===== config.mk =====
export PLATFORM = sky130hd
export DESIGN_NAME = rx_frame_demux
export DESIGN_NICKNAME = d
export VERILOG_FILES = /design/src/rtl/rx_pkg.sv /design/src/rtl/rx_out_slot.sv /design/src/rtl/rx_frame_demux.sv
export SDC_FILE = /design/constraint.sdc
export NUM_CORES = 1
export LEC_CHECK = 0
export BUFFER_PORTS_ARGS = -buffer_cell sky130_fd_sc_hd__buf_2
export CAP_MARGIN = 40
export CORE_AREA = 2 2 182 184
export DETAILED_ROUTE_END_ITERATION = 6
export DIE_AREA = 0 0 184 186
export PLACE_DENSITY_LB_ADDON = 0.15
export SETUP_SLACK_MARGIN = 0.15
export SKIP_CTS_REPAIR_TIMING = 1
export SLEW_MARGIN = 20
export SYNTH_ARGS = -nofsm -noshare
export SYNTH_HDL_FRONTEND = slang
export SYNTH_HIERARCHICAL = 1
export SYNTH_SLANG_ARGS = --single-unit

===== constraint.sdc =====
create_clock -name user_clk -period 4.98 [get_ports user_clk]
set_clock_uncertainty 0.15 [all_clocks]
set_input_delay 1.494 -clock user_clk [delete_from_list [all_inputs] [get_ports user_clk]]
set_output_delay 1.494 -clock user_clk [all_outputs]
set_load 0.05 [all_outputs]

===== src/rtl/rx_pkg.sv =====
// Shared definitions for the RX frame demultiplexer: header field offsets,
// sideband bit positions and the receive state encoding.
package rx_pkg;

  localparam int DST_MAC_MSB   = 95;
  localparam int DST_MAC_LSB   = 48;
  localparam int SRC_MAC_MSB   = 47;
  localparam int TUSER_ERR_BIT = 2;
  // Index range is checked over a 4-bit window (enough for 16 channels), so
  // indices that alias onto a valid channel in CW bits are still rejected.
  localparam int CHAN_CHK_W    = 4;

  localparam logic [47:0] BCAST_MAC = 48'hFFFF_FFFF_FFFF;

  typedef enum logic [1:0] {HEADER, FWD, DROP} rx_state_e;

endpackage


===== src/rtl/rx_out_slot.sv =====
// One-entry valid/ready output register. It remembers the channel each beat
// was loaded for, so a draining beat never follows a newer header's channel.
module rx_out_slot #(
  parameter int DATA_WIDTH   = 16,
  parameter int NUM_CHANNELS = 4,
  parameter int CW           = 2
) (
  input  logic                      user_clk,
  input  logic                      reset_n,
  input  logic                      load,
  input  logic [DATA_WIDTH*8-1:0]   ld_data,
  input  logic [DATA_WIDTH-1:0]     ld_keep,
  input  logic                      ld_last,
  input  logic [3:0]                ld_user,
  input  logic [CW-1:0]             ld_chan,
  output logic                      can_load,
  output logic [DATA_WIDTH*8-1:0]   m_axis_tdata,
  output logic [DATA_WIDTH-1:0]     m_axis_tkeep,
  output logic                      m_axis_tlast,
  output logic [3:0]                m_axis_tuser,
  output logic [NUM_CHANNELS-1:0]   m_axis_tvalid,
  input  logic [NUM_CHANNELS-1:0]   m_axis_tready
);

  typedef struct packed {
    logic [DATA_WIDTH*8-1:0] data;
    logic [DATA_WIDTH-1:0]   keep;
    logic                    last;
    logic [3:0]              user;
  } beat_t;

  beat_t                   beat_q;
  logic [NUM_CHANNELS-1:0] vld_q;
  logic [NUM_CHANNELS-1:0] ld_sel;
  logic [CW-1:0]           chan_q;
  logic                    busy;
  logic                    drain;

  for (genvar c = 0; c < NUM_CHANNELS; c++) begin : g_sel
    assign ld_sel[c] = (ld_chan == CW'(c));
  end

  assign busy     = |vld_q;
  assign drain    = busy & m_axis_tready[chan_q];
  assign can_load = !busy | m_axis_tready[chan_q];

  always_ff @(posedge user_clk or negedge reset_n) begin
    if (!reset_n) begin
      vld_q  <= '0;
      chan_q <= '0;
      beat_q <= '0;
    end else if (load) begin
      vld_q  <= ld_sel;
      chan_q <= ld_chan;
      beat_q <= '{data: ld_data, keep: ld_keep, last: ld_last, user: ld_user};
    end else if (drain) begin
      vld_q  <= '0;
    end
  end

  assign m_axis_tvalid = vld_q;
  assign m_axis_tdata  = beat_q.data;
  assign m_axis_tkeep  = beat_q.keep;
  assign m_axis_tlast  = beat_q.last;
  assign m_axis_tuser  = beat_q.user;

endmodule


===== src/rtl/rx_frame_demux.sv =====
// RX frame demux: filters on the header beat, strips it and steers payload to
// one of NUM_CHANNELS outputs. Define RX_BCAST_ACCEPT_EN to accept broadcast dst.
module rx_frame_demux
  import rx_pkg::*;
#(
  parameter int DATA_WIDTH     = 16,
  parameter int NUM_CHANNELS   = 4,
  parameter int CHAN_FIELD_LSB = 96,
  parameter int CNT_WIDTH      = 32,
  localparam int CW            = (NUM_CHANNELS > 1) ? $clog2(NUM_CHANNELS) : 1
) (
  input  logic                     user_clk,
  input  logic                     reset_n,
  input  logic [DATA_WIDTH*8-1:0]  s_axis_tdata,
  input  logic [DATA_WIDTH-1:0]    s_axis_tkeep,
  input  logic                     s_axis_tvalid,
  input  logic                     s_axis_tlast,
  input  logic [3:0]               s_axis_tuser,
  output logic                     s_axis_tready,
  output logic [DATA_WIDTH*8-1:0]  m_axis_tdata,
  output logic [DATA_WIDTH-1:0]    m_axis_tkeep,
  output logic                     m_axis_tlast,
  output logic [3:0]               m_axis_tuser,
  output logic [NUM_CHANNELS-1:0]  m_axis_tvalid,
  input  logic [NUM_CHANNELS-1:0]  m_axis_tready,
  input  logic [47:0]              local_mac_addr,
  output logic [47:0]              rx_dst_mac_addr,
  output logic [CW-1:0]            rx_chan,
  output logic [CNT_WIDTH-1:0]     frame_cnt,
  output logic [CNT_WIDTH-1:0]     drop_cnt
);

  localparam logic [CHAN_CHK_W:0] NCH = (CHAN_CHK_W+1)'(NUM_CHANNELS);

  rx_state_e             state_q, state_d;
  logic [47:0]           hdr_dst;
  logic [CHAN_CHK_W-1:0] hdr_idx;
  logic                  mac_ok, hdr_ok;
  logic                  hdr_hs, fwd_hs;
  logic                  slot_can_load;
  logic [3:0]            frame_user_q;

  assign hdr_dst = s_axis_tdata[DST_MAC_MSB:DST_MAC_LSB];
  assign hdr_idx = s_axis_tdata[CHAN_FIELD_LSB +: CHAN_CHK_W];

`ifdef RX_BCAST_ACCEPT_EN
  assign mac_ok = (hdr_dst == local_mac_addr) || (hdr_dst == BCAST_MAC);
`else
  assign mac_ok = (hdr_dst == local_mac_addr);
`endif

  assign hdr_ok = mac_ok && !s_axis_tuser[TUSER_ERR_BIT] &&
                  ({1'b0, hdr_idx} < NCH) && !s_axis_tlast;

  always_comb begin
    state_d       = state_q;
    s_axis_tready = 1'b0;
    hdr_hs        = 1'b0;
    fwd_hs        = 1'b0;
    case (state_q)
      HEADER: begin
        s_axis_tready = 1'b1;
        if (s_axis_tvalid) begin
          hdr_hs  = 1'b1;
          state_d = hdr_ok ? FWD : (s_axis_tlast ? HEADER : DROP);
        end
      end
      FWD: begin
        // Ready follows the slot, which may still hold a beat for an older channel.
        s_axis_tready = slot_can_load;
        if (s_axis_tvalid && slot_can_load) begin
          fwd_hs = 1'b1;
          if (s_axis_tlast) state_d = HEADER;
        end
      end
      DROP: begin
        s_axis_tready = 1'b1;
        if (s_axis_tvalid && s_axis_tlast) state_d = HEADER;
      end
      default: state_d = HEADER;
    endcase
  end

  always_ff @(posedge user_clk or negedge reset_n) begin
    if (!reset_n) state_q <= HEADER;
    else          state_q <= state_d;
  end

  always_ff @(posedge user_clk or negedge reset_n) begin
    if (!reset_n) begin
      rx_dst_mac_addr <= '0;
      rx_chan         <= '0;
      frame_user_q    <= '0;
      frame_cnt       <= '0;
      drop_cnt        <= '0;
    end else if (hdr_hs) begin
      rx_dst_mac_addr <= hdr_dst;
      rx_chan         <= hdr_idx[CW-1:0];
      frame_user_q    <= s_axis_tuser;
      if (hdr_ok) begin
        if (frame_cnt != '1) frame_cnt <= frame_cnt + 1'b1;
      end else begin
        if (drop_cnt != '1) drop_cnt <= drop_cnt + 1'b1;
      end
    end
  end

  rx_out_slot #(
    .DATA_WIDTH   (DATA_WIDTH),
    .NUM_CHANNELS (NUM_CHANNELS),
    .CW           (CW)
  ) u_slot (
    .user_clk      (user_clk),
    .reset_n       (reset_n),
    .load          (fwd_hs),
    .ld_data       (s_axis_tdata),
    .ld_keep       (s_axis_tkeep),
    .ld_last       (s_axis_tlast),
    .ld_user       (frame_user_q),
    .ld_chan       (rx_chan),
    .can_load      (slot_can_load),
    .m_axis_tdata  (m_axis_tdata),
    .m_axis_tkeep  (m_axis_tkeep),
    .m_axis_tlast  (m_axis_tlast),
    .m_axis_tuser  (m_axis_tuser),
    .m_axis_tvalid (m_axis_tvalid),
    .m_axis_tready (m_axis_tready)
  );

endmodule


==> impl_metrics.toml, run 1 <==
[run_status]
status = "completed"

[synthesis]
ff_latch_count_synth = 275
synth_edf_count = 0
synth_seq_area_share = 0.591
synth.area.top_cells = "dfrtp_1 59%, mux2_2 15%, xnor2_1 6.2%, nand2_1 6.1%, xor2_1 2.0%"
yosys.area.top_type_share = 0.591
syn_area_per_cell_um2 = 12.4
yosys_most_used_dff = "dfrtp_1"
syn-num-nets = 1146
ys.warnings.count = 6
netlist-cell-type-count = 49
synth_area_leader_cell = "dfrtp_1"
synth_cells = 940
syn-cell-area_um2 = 11600
synth_async_sr_flop_share = 1.00

[placed_design]
place_hpwl_um = 26100
dpl-instance-area_um2 = 14400
placer_congestion_estimate = 0.780
port_buffers = 471

[timing]
min_period_over_period = 0.855
final-hold-violation-count = 0
timing.max_slew.rel_slack = 0.453
tns_ps = 0
finalSetupViolCount = 0
unrepaired_setup_endpoints_after_global_routing = "false"
timing.final.max_slew_violations = 0
clock.fmax_ghz = 0.235
finalCriticalPeriod_ps = 4260
worst_pin_slew_ps = 821

[routing]
route.detailed.vias_per_inst = 4.73
postRouteAntennaNets = 0
drt-wirelength-per-cell_um = 18.7
postRouteWirelength_um = 34600
via_count = 8777
remaining_drc_errors = 0
first_pass_iters = 4
dr.first_iter.drc_count = 345

[die]
fp.dieW_um = 184
fp.dieArea_um2 = 34200
rows = 66
boundaryPins = 472
die_y_um = 186
initial_util = 0.361
core-area_um2 = 32200

[setup_path]
critical_path.startpoint = "m_axis_tready[2]"
classification_of_the_worst_setup_path = "input port to output pin"
ff2ff_path_depth = 8
timing.rr.end = "frame_cnt[1]"
rrSetupSlack_ps = 2220
worst-endpoint-required_ps = 3340
r2r-start = "frame_cnt[0]"
worstSetupEndpointType = "output pin"
worst_ep_arrival_time_ps = 2610
critical_path.max_fanout = 2
start_kind = "input port"

[clock_network]
clock_latency_ps = 550
numClockSinks = 275
cts_max_level = 1
clock_tree_from_tritoncts = "built"
clk_path_buf_depth = 3
clk_root_buffer_cell = "clkbuf_16"
clk_transition_reported_paths_ps = 60
cts-buffers-inserted = 30

[global_route]
pin_count_of_the_biggest_net_entering_global_routing = 113
grt_util_all_layers = 0.196
globalRoute.totalOverflow = 0
grt_antenna_before_repair = 5
use_met1 = 0.237
met3_global_route_usage = 0.0558
global_route.usage.met2 = 0.338
number_of_global_route_vias_before_repair = 8843
most_used_routing_layer_in_global_routing = "met2"
grt_pass1_wl_um = 51800

[power_and_ir_drop]
netSwitchingPower_uw = 2550
total_leakage_power_uw = 0.00809
power_frac_clock = 0.312
power.share.switching = 0.373
irDropWorstVdd_uv = 291
p_int_uw = 4300
finalPower_uw = 6850
seq_power_share = 0.396
power.combinational.fraction = 0.292
power_density_nw_per_um2 = 447

[cells_and_area]
most_common_cell_after_layout_fill_and_taps_aside = "buf_2"
syn2layout_area_growth_pct = 31.6
final_cell_mix = "471 x buf_2, 275 x dfrtp_1, 187 x nand2_1"
post_route_cells_drive_above_1_share = 0.475
final_core_util = 0.475
finalInstanceArea_um2 = 15300
nets = 1628

[worst_hold_path]
worst_hold_path.num_cells = 2
hold_path_class = "flip-flop to flip-flop"
min_from = "rx_dst_mac_addr[1]"
worstHoldEndpoint = "rx_dst_mac_addr[1]"

[run]
cap_violations = 0
Yosys cell counts (2+ instances only):
| master | count |
|---|---|
| or3_1 | 3 |
| and3_1 | 12 |
| o21ai_0 | 3 |
| nand4_1 | 33 |
| xnor2_1 | 83 |
| and4_1 | 2 |
| nand2_1 | 188 |
| nor3b_1 | 2 |
| clkbuf_8 | 12 |
| and2_1 | 4 |
| nor4b_1 | 2 |
| clkbuf_1 | 9 |
| dfrtp_1 | 275 |
| nor3_2 | 2 |
| nand3b_1 | 2 |
| mux2_2 | 151 |
| ha_1 | 2 |
| xor2_1 | 27 |
| buf_6 | 4 |
| mux2i_1 | 2 |
| nor3_1 | 17 |
| nand3_1 | 33 |
| or4_4 | 2 |
| buf_1 | 6 |
| nor4_1 | 5 |
| nor2_1 | 23 |
| inv_1 | 12 |
| nand2b_1 | 3 |
cell families after synthesis:
logic type	Yosys count	share of synthesized area
flops	275	0.591
mux	154	0.149
fa+ha+maj	2	0.00215
simple gates	342	0.139
xor+xnor	110	0.0828
compound gates	12	0.00753
buf+inv	45	0.0285
power groups by stage:
stage	sequential (µW)	clock [µW]	combinational, µW
6_report	2710	2140	2000
5_1_grt	2750	2310	2100
4_1_cts	2710	2210	2030
3_5_place_dp	2750	0	2020
3_3_place_gp	2740	0	2020
2_1_floorplan	3810	0	341
per-layer routing:
metal  vias to the layer above  share of wire
li1                       4160              -
met1                      4242           0.40
met2                       317           0.49
met3                        58          0.079
met4                         0          0.030
met5                         -              0
how the worst max path moves through the flow:
stage / end / slack (ps)
after detailed placement: s_axis_tready / 710
final: s_axis_tready / 720
after global placement: s_axis_tready / 730
after floorplan: s_axis_tready / 420
after global routing: s_axis_tready / 620
after CTS: s_axis_tready / 700
metrics by stage:
step                instances  setup slack, ps  hold WS [ps]
floorplan                 940              422           290
global placement         1797              732           304
detailed placement       1798              707           307
CTS                      1851              702           322
global route             1854              621           340
finish                   1855              722           319
critical path, cell delays in order:
cell and delay (ps):
buf_2 90, mux2i_1 280, nand2b_1 90, a32o_1 250, inv_1 90, o21ai_0 80, buf_2 230
registers in the layout, indices dropped and copies added (netlist names):
| signal | flops |
|---|---|
| u_slot/m_axis_tkeep | 16 |
| state_q | 2 |
| drop_cnt | 32 |
| u_slot/chan_q | 2 |
| u_slot/m_axis_tlast | 1 |
| frame_cnt | 32 |
| rx_chan | 2 |
| u_slot/m_axis_tuser | 4 |
| rx_dst_mac_addr | 48 |
| u_slot/m_axis_tvalid | 4 |
| u_slot/m_axis_tdata | 128 |
| frame_user_q | 4 |
layout make-up:
type / instances / area, µm²
antenna: 4 / 10.0
clock buffer: 49 / 893
clock inverter: 4 / 45.0
fill: 3098 / 16900
inverter: 12 / 45.0
multi-input combinational: 620 / 4430
sequential: 275 / 6880
tap: 408 / 510
timing repair buffer: 483 / 2490
Power figures use the tool's default switching activity.
==> run 2: changes to the inputs <==
==> constraint.sdc (replaced) <==
create_clock -name user_clk -period 4.4 [get_ports user_clk]
set_clock_uncertainty 0.15 [all_clocks]
set_input_delay 1.32 -clock user_clk [delete_from_list [all_inputs] [get_ports user_clk]]
set_output_delay 1.32 -clock user_clk [all_outputs]
set_load 0.05 [all_outputs]
==> impl_metrics.toml, run 2 (same netlist as run 1, synthesis figures left out) <==
[cells_and_area]
post_route_cells_drive_above_1_share = 0.483
multiInputGateArea_um2 = 4430
num-fill-cells = 3050
sequential_cell_area_um2 = 6880
final_cell_mix = "471 x buf_2, 275 x dfrtp_1, 187 x nand2_1"
final_core_util = 0.480
largest_reg_flops = 128
syn2layout_area_growth_pct = 33.0
nets = 1635
finalInstanceArea_um2 = 15500
most_common_cell_after_layout_fill_and_taps_aside = "buf_2"

[setup_path]
path_cells = "buf_2, mux2i_1, nand2b_1, a32o_1, inv_1, o21ai_0, buf_2"
critical-path-max-stage-delay_ps = 300
critPathBufInv = 3
critical-path-top-delay-family = "buffers and inverters"
worstSetupEndpointType = "output pin"
classification_of_the_worst_setup_path = "input port to output pin"
crit_path_frequent_cell = "buf_2"
worst-endpoint-required_ps = 2930
critical_path.max_fanout = 2
start_kind = "input port"
worst_ep_arrival_time_ps = 2470
crit_slowest_cell = "mux2i_1"

[routing]
remaining_drc_errors = 0
postRouteAntennaNets = 0
dr.first_iter.drc_count = 408
via_count = 8805
route.detailed.vias_per_inst = 4.72
first_pass_iters = 4
postRouteWirelength_um = 34700
drt-wirelength-per-cell_um = 18.6

[die]
die_y_um = 186
boundaryPins = 472
fp.dieW_um = 184
rows = 66
initial_util = 0.361
fp.dieArea_um2 = 34200
core-area_um2 = 32200

[placed_design]
place_hpwl_um = 26100
placer_congestion_estimate = 0.784
dpl-instance-area_um2 = 14400
port_buffers = 471

[timing]
min_period_over_period = 0.895
finalCriticalPeriod_ps = 3940
timing.final.max_slew_violations = 0
final-hold-violation-count = 0
finalSetupViolCount = 0
unrepaired_setup_endpoints_after_global_routing = "false"
worst_pin_slew_ps = 722
clock.fmax_ghz = 0.254
timing.max_slew.rel_slack = 0.519
tns_ps = 0

[global_route]
grt_util_all_layers = 0.196
grt_antenna_before_repair = 3
pin_count_of_the_biggest_net_entering_global_routing = 113
number_of_global_route_vias_before_repair = 8808
globalRoute.totalOverflow = 0
grt_pass1_wl_um = 51800

[power_and_ir_drop]
netSwitchingPower_uw = 2970
power_frac_clock = 0.331
irDropWorstVdd_uv = 326
power.share.switching = 0.372
seq_power_share = 0.384
power_density_nw_per_um2 = 516
total_leakage_power_uw = 0.00817
power.combinational.fraction = 0.285
p_int_uw = 5020

[clock_network]
clk_path_buf_depth = 3
clk_root_buffer_cell = "clkbuf_16"
clock_latency_ps = 560
cts_max_level = 1
clk_transition_reported_paths_ps = 60
numClockSinks = 275
cts-buffers-inserted = 31
clock_tree_from_tritoncts = "built"

[run]
cap_violations = 0

[run_status]
status = "completed"

[worst_hold_path]
hold_path_class = "flip-flop to flip-flop"
-- run 2: worst min-delay path: stages, from the launching register on --
cell     delay [ps]
dfrtp_1         330
nand2_1          50
nand2_1          50
-- run 2: cell type report --
type	count	area share
timing repair buffer	489	0.164
clock inverter	13	0.0108
tap	408	0.0330
multi-input combinational	620	0.287
inverter	12	0.00291
sequential	275	0.445
antenna	4	0.000647
clock buffer	45	0.0574
-- run 2: per-layer routing --
layer  vias to the layer above  track usage  routed length [µm]  share of wire
met3                        48       0.0558                2830          0.081
met4                         0       0.0509                 764          0.022
li1                       4184            -                   -              -
met5                         -            0                   0              0
met1                      4254        0.238               13900           0.40
met2                       319        0.342               17200           0.50
-- run 2: metrics by stage --
step,hold slack [ps],total power [µW],instances,worst slack (ps)
2_1_floorplan,290,4690,940,190
3_3_place_gp,304,5390,1803,500
3_5_place_dp,307,5410,1804,473
4_1_cts,322,8090,1862,474
5_1_grt,342,8340,1864,386
6_report,316,7990,1866,461
-- run 2: final timing paths --
check,slack [ps],endpoint,start,depth (start not counted)
min in group asynchronous,510,u_slot/m_axis_tdata[69],reset_n,1
hold reg to reg,320,rx_dst_mac_addr[46],rx_dst_mac_addr[46],2
setup / recovery,460,s_axis_tready,m_axis_tready[2],7
max in group asynchronous,2730,rx_dst_mac_addr[6],reset_n,2
hold / removal,320,rx_dst_mac_addr[46],rx_dst_mac_addr[46],2
setup reg to reg,1740,frame_cnt[1],frame_cnt[0],8
-- run 2: power by group through the flow --
stage	combinational [µW]	clock, µW	sequential [µW]
floorplan	386	0	4310
global placement	2290	0	3100
detailed placement	2300	0	3110
CTS	2300	2720	3070
global route	2390	2840	3110
finish	2270	2640	3070
